[src/rtl/bec_dec_pipe_pkg.sv]
// Shared constants and helpers for the excess-1-to-binary decoder pipeline.
package bec_dec_pipe_pkg;

  localparam int BEC_W_MIN = 4;
  localparam int BEC_W_MAX = 32;

  function automatic bit w_legal(input int w);
    return (w >= BEC_W_MIN) && (w <= BEC_W_MAX) && ((w % 2) == 0);
  endfunction

  function automatic int half_w(input int w);
    return w / 2;
  endfunction

endpackage

[src/rtl/bec_dec_n.sv]
// Combinational N-bit decrement cell: d = a - 1, bo set when a is zero (borrow out).
module bec_dec_n #(
  parameter int N = 4
) (
  input  logic [N-1:0] a,
  output logic [N-1:0] d,
  output logic         bo
);

  // Bit i flips exactly when every lower bit is zero.
  for (genvar i = 0; i < N; i++) begin : g_bit
    if (i == 0) begin : g_lsb
      assign d[0] = ~a[0];
    end else begin : g_up
      assign d[i] = a[i] ^ ~(|a[i-1:0]);
    end
  end

  assign bo = ~(|a);

endmodule

[src/rtl/bec_dec_pipe.sv]
// Two-stage excess-1-to-binary decoder (y = x - 1) with carry-select split and valid/ready flow.
module bec_dec_pipe
  import bec_dec_pipe_pkg::*;
#(
  parameter int W = 8
) (
  input  logic         clk,
  input  logic         rst_n,
  input  logic         in_valid,
  output logic         in_ready,
  input  logic [W-1:0] x,
  output logic         out_valid,
  input  logic         out_ready,
  output logic [W-1:0] y,
  output logic         uf
);

  localparam int H = half_w(W);

  if (!w_legal(W)) begin : g_bad_w
    $error("bec_dec_pipe: W must be even and within 4..32");
  end

  logic         s1_valid;
  logic [H-1:0] s1_lo;
  logic [H-1:0] s1_hi;
  logic         s1_b;
  logic         s2_valid;
  logic         s1_en;
  logic         s2_en;
  logic [H-1:0] lo_dec_c;
  logic         lo_bo;
  logic [H-1:0] hi_dec_c;
  logic         hi_bo;
  logic         in_xfer;

  assign s2_en    = ~s2_valid | out_ready;
  assign s1_en    = ~s1_valid | s2_en;
  assign in_ready = s1_en;
  assign in_xfer  = in_valid & s1_en;

  bec_dec_n #(.N(H)) u_lo_dec (
    .a  (x[H-1:0]),
    .d  (lo_dec_c),
    .bo (lo_bo)
  );

  bec_dec_n #(.N(H)) u_hi_dec (
    .a  (s1_hi),
    .d  (hi_dec_c),
    .bo (hi_bo)
  );

  always_ff @(posedge clk or negedge rst_n) begin
    if (!rst_n) begin
      s1_valid <= 1'b0;
      s1_lo    <= '0;
      s1_hi    <= '0;
      s1_b     <= 1'b0;
    end else if (s1_en) begin
      s1_valid <= in_valid;
      if (in_valid) begin
        s1_lo <= lo_dec_c;
        s1_hi <= x[W-1:H];
        s1_b  <= lo_bo;
      end
    end
  end

  // Upper half picks between x_hi and x_hi-1 using the stage-1 borrow.
  always_ff @(posedge clk or negedge rst_n) begin
    if (!rst_n) begin
      s2_valid <= 1'b0;
      y        <= '0;
      uf       <= 1'b0;
    end else if (s2_en) begin
      s2_valid <= s1_valid;
      y        <= {(s1_b ? hi_dec_c : s1_hi), s1_lo};
      uf       <= s1_b & hi_bo;
    end
  end

  assign out_valid = s2_valid;

endmodule

[config.mk]
export PLATFORM = sky130hd
export DESIGN_NAME = bec_dec_pipe
export DESIGN_NICKNAME = d
export VERILOG_FILES = /design/src/rtl/bec_dec_pipe_pkg.sv /design/src/rtl/bec_dec_n.sv /design/src/rtl/bec_dec_pipe.sv
export SDC_FILE = /design/constraint.sdc
export NUM_CORES = 1
export LEC_CHECK = 0
export ABC_CLOCK_PERIOD_IN_PS = 2250
export CAP_MARGIN = 20
export CORE_ASPECT_RATIO = 0.8
export CORE_MARGIN = 2
export CORE_UTILIZATION = 45
export DETAILED_ROUTE_END_ITERATION = 16
export GPL_TIMING_DRIVEN = 0
export PLACE_DENSITY = 0.71
export SETUP_SLACK_MARGIN = 0.5
export SYNTH_ARGS = -nofsm -noshare
export SYNTH_HDL_FRONTEND = slang
export SYNTH_HIERARCHICAL = 1
export SYNTH_SLANG_ARGS = --single-unit
[constraint.sdc]
create_clock -name clk -period 2.25 [get_ports clk]
set_clock_uncertainty 0.05 [all_clocks]
set_input_delay 0.45 -clock clk [delete_from_list [all_inputs] [get_ports clk]]
set_output_delay 0.45 -clock clk [all_outputs]
set_load 0.05 [all_outputs]
==> results.txt <==
----------------------------------------------------
[Yosys]
  Share of the yosys chip area belonging to registers ... 0.444
  Yosys warning count ... 6
  Syn_area_per_cell ... 10.9 sq um
  Post-Syn Instances ... 103
  Cell Area, Synth ... 1130 sq um
  Netlist cell types ... 20
  Synth Register Bits ... 20
  Syn Nets ... 119

[Worst setup path]
  Termination of the worst setup path ... in_ready
  Cells on worst reg2reg path ... 6
  Critical Path Source Type ... register
  Register-to-register setup slack ... 0.55 ns
  Type of element capturing the critical path ... output pin
  Arrival time of data at the critical path endpoint ... 1.27 ns
  Critical path data required time ... 1.75 ns
  Worst r2r src ... s1_hi[0]
  Critical setup path kind ... reg -> out
  Critical Path Fanout Max ... 5
  Worst setup path startpoint ... out_valid
  End of the worst register-to-register path ... y[7]

[Status]
  Result of the run ... finished clean

[Cells and area]
  Area occupied by multi-input gates ... 537 sq um
  Diode insertion count for antenna repair ... 0
  Final instance area ... 1450 sq um
  Combined flip-flop and latch cell area ... 502 sq um
  Highest-count cells in the layout ignoring fill and taps ... dfrtp_1 (19), nand2b_1 (10), nand2_1 (10), inv_1 (10)
  Layout fillers ... 226
  Layout cell share with drive strength beyond 1 ... 0.227
  Count of nets after finishing ... 149
  Leading cell type in the layout, fill and taps excluded ... dfrtp_1
  Area overhead of the layout relative to synthesis ... 28.4%

[Timing]
  Setup-violating endpoint count in the final report ... 0
  Number of max-slew violations in the final report ... 0
  Period utilisation layout ... 0.789
  Worst max-slew margin expressed relative to the limit ... 0.417
  Transition time at the pin with the least slew margin ... 0.872 ns
  Hold Slack ... 0.459 ns
  Hold Fails Final Rpt ... 0
  Unrepaired setup endpoints after global routing ... true
  Max Fclk ... 0.564 GHz
  Final critical path time including I/O delays and setup ... 1.77 ns

[Clock tree]
  Maximum root-to-sink buffer count ... 2
  CTS H-tree depth ... 1
  Clock latency on the worst-skew pair ... 0.30 ns
  CTS Root Cell ... clkbuf_4
  Total of hold buffers inserted after clock tree synthesis ... 0
  CTS buffer count ... 3
  # clock sinks ... 20
  Clock-pin slew on the worst setup and hold paths ... 0.11 ns
  TritonCTS clock tree ... done

[Pwr]
  Switching Fraction ... 0.364
  Net switching power ... 402 uW
  Logic pwr share ... 0.390
  Clock Power Share ... 0.188
  Worst VDD drop ... 338 uV
  Cell-internal power ... 704 uW
  Cell leakage power ... 0.682 nW
  Power per cell area ... 764 nW/um^2
  Share of total power in sequential cells ... 0.422

[Hold path]
  Hold WC Path Type ... in -> reg

[Routing]
  First-pass iteration count of the detailed router ... 3
  Routed wire length ... 2.27 mm
  Routed len/inst ... 14.3 um
  Vias per inst ... 5.33
  Iter 0 DRT Violations ... 11
  DRC violation count after routing ... 0
  Number of routed nets with antenna violations ... 0
  DR vias ... 847

[Global routing]
  Number of global-route vias before repair ... 864
  Overflow left after global routing ... 0
  Pin count of the biggest net entering global routing ... 21
  Wire length of the first global-routing pass ... 3.90 mm
  Initial antenna violation count ... 0
  Overall track demand over capacity in global routing ... 0.176

[Die]
  Number of top-level pins ... 23
  Die Span X ... 59.9 um
  FP Rows ... 16
  Starting density of the core ... 0.469
  Floorplan die area ... 2920 sq um
  Die height ... 48.7 um
  Core region area ... 2400 sq um

[Placement]
  Number of buffer cells added on primary ports ... 21
  Final GP Congestion ... 0.751
  Detailed placer's ending HPWL ... 1.59 mm
  Cell Area, Placed ... 1380 sq um

[Flow run]
  Max-cap violations ... 0

----------------------------------------------------
==> flip-flops by register name (all words and copies together), names as in the netlist <==
register   flops
y              8
s1_valid       1
s1_lo          4
out_valid      1
uf             1
s1_hi          4
s1_b           1
==> synthesized netlist by cell type <==
cell type / number / area, sq um
and3b_1: 1 / 8.76
buf_2: 3 / 15.0
buf_6: 2 / 22.5
clkbuf_1: 3 / 11.3
dfrtp_1: 20 / 500
ha_1: 4 / 50.1
inv_1: 11 / 41.3
mux2_2: 4 / 45.0
mux2_4: 8 / 120
nand2_1: 10 / 37.5
nand2b_1: 10 / 62.6
nand3b_1: 1 / 7.51
nand4b_1: 9 / 78.8
nor2b_1: 1 / 6.26
nor3b_1: 2 / 15.0
o211ai_1: 9 / 67.6
o21ai_0: 1 / 5.00
or2_2: 1 / 6.26
or2b_1: 1 / 7.51
xor2_1: 2 / 17.5
==> cell families after synthesis <==
| kind of cell | Yosys count | synth area share |
|---|---|---|
| compound gates | 10 | 0.0644 |
| xor+xnor | 2 | 0.0156 |
| fa+ha+maj | 4 | 0.0444 |
| buf+inv | 19 | 0.0800 |
| flops | 20 | 0.444 |
| mux | 12 | 0.147 |
| simple gates | 36 | 0.204 |
==> metal layers <==
metal | vias up | global-route usage | part of all wire
met2 | 18 | 0.292 | 0.49
met5 | - | 0 | 0
met1 | 418 | 0.234 | 0.47
li1 | 411 | - | -
met3 | 0 | 0.0481 | 0.045
met4 | 0 | 0.0222 | 0
==> critical path, stage by stage, from the launching register on <==
cell and delay, ns:
dfrtp_2 0.44, and3b_2 0.21, buf_6 0.12, clkinvlp_4 0.06, buf_8 0.13
==> power by group through the flow <==
| stage | clock network (mW) | logic (mW) | registers (mW) |
|---|---|---|---|
| floorplan | 0 | 0.172 | 0.600 |
| global placement | 0 | 0.429 | 0.471 |
| detailed placement | 0 | 0.438 | 0.476 |
| CTS | 0.215 | 0.418 | 0.467 |
| global route | 0.233 | 0.463 | 0.475 |
| finish | 0.208 | 0.431 | 0.466 |
==> worst min path at each step <==
stage	from	cells past startpoint	to
finish	out_ready	3	uf
global route	y[7]	1	y[7]
floorplan	rst_n	0	out_valid
CTS	y[0]	1	y[0]
detailed placement	y[0]	1	y[0]
global placement	y[0]	1	y[0]
==> final cells by class <==
| class | count | share of cell area |
|---|---|---|
| timing repair buffer | 25 | 0.164 |
| multi-input combinational | 64 | 0.371 |
| inverter | 11 | 0.0311 |
| tap | 27 | 0.0234 |
| buffer | 8 | 0.0381 |
| sequential | 20 | 0.347 |
| clock buffer | 4 | 0.0251 |
==> repair_timing <==
action / in CTS / in global routing
endpoints found under the setup margin: 11 / 4
cloned: 0 / 0
buffers inserted: 1 / 3
gates resized for setup: 19 / 5
==> metrics by stage <==
step                       util  power [mW]  TNS [ns]  setup WS [ns]  instances
after floorplan               -       0.772         0          0.570        103
after global placement    0.572       0.900    -0.457         -0.457        151
after detailed placement  0.572       0.914    -0.468         -0.468        151
after CTS                 0.589        1.10         0          0.254        156
after global routing      0.602        1.17         0          0.411        159
final                     0.602        1.11         0          0.476        159
Power figures use the tool's default switching activity.
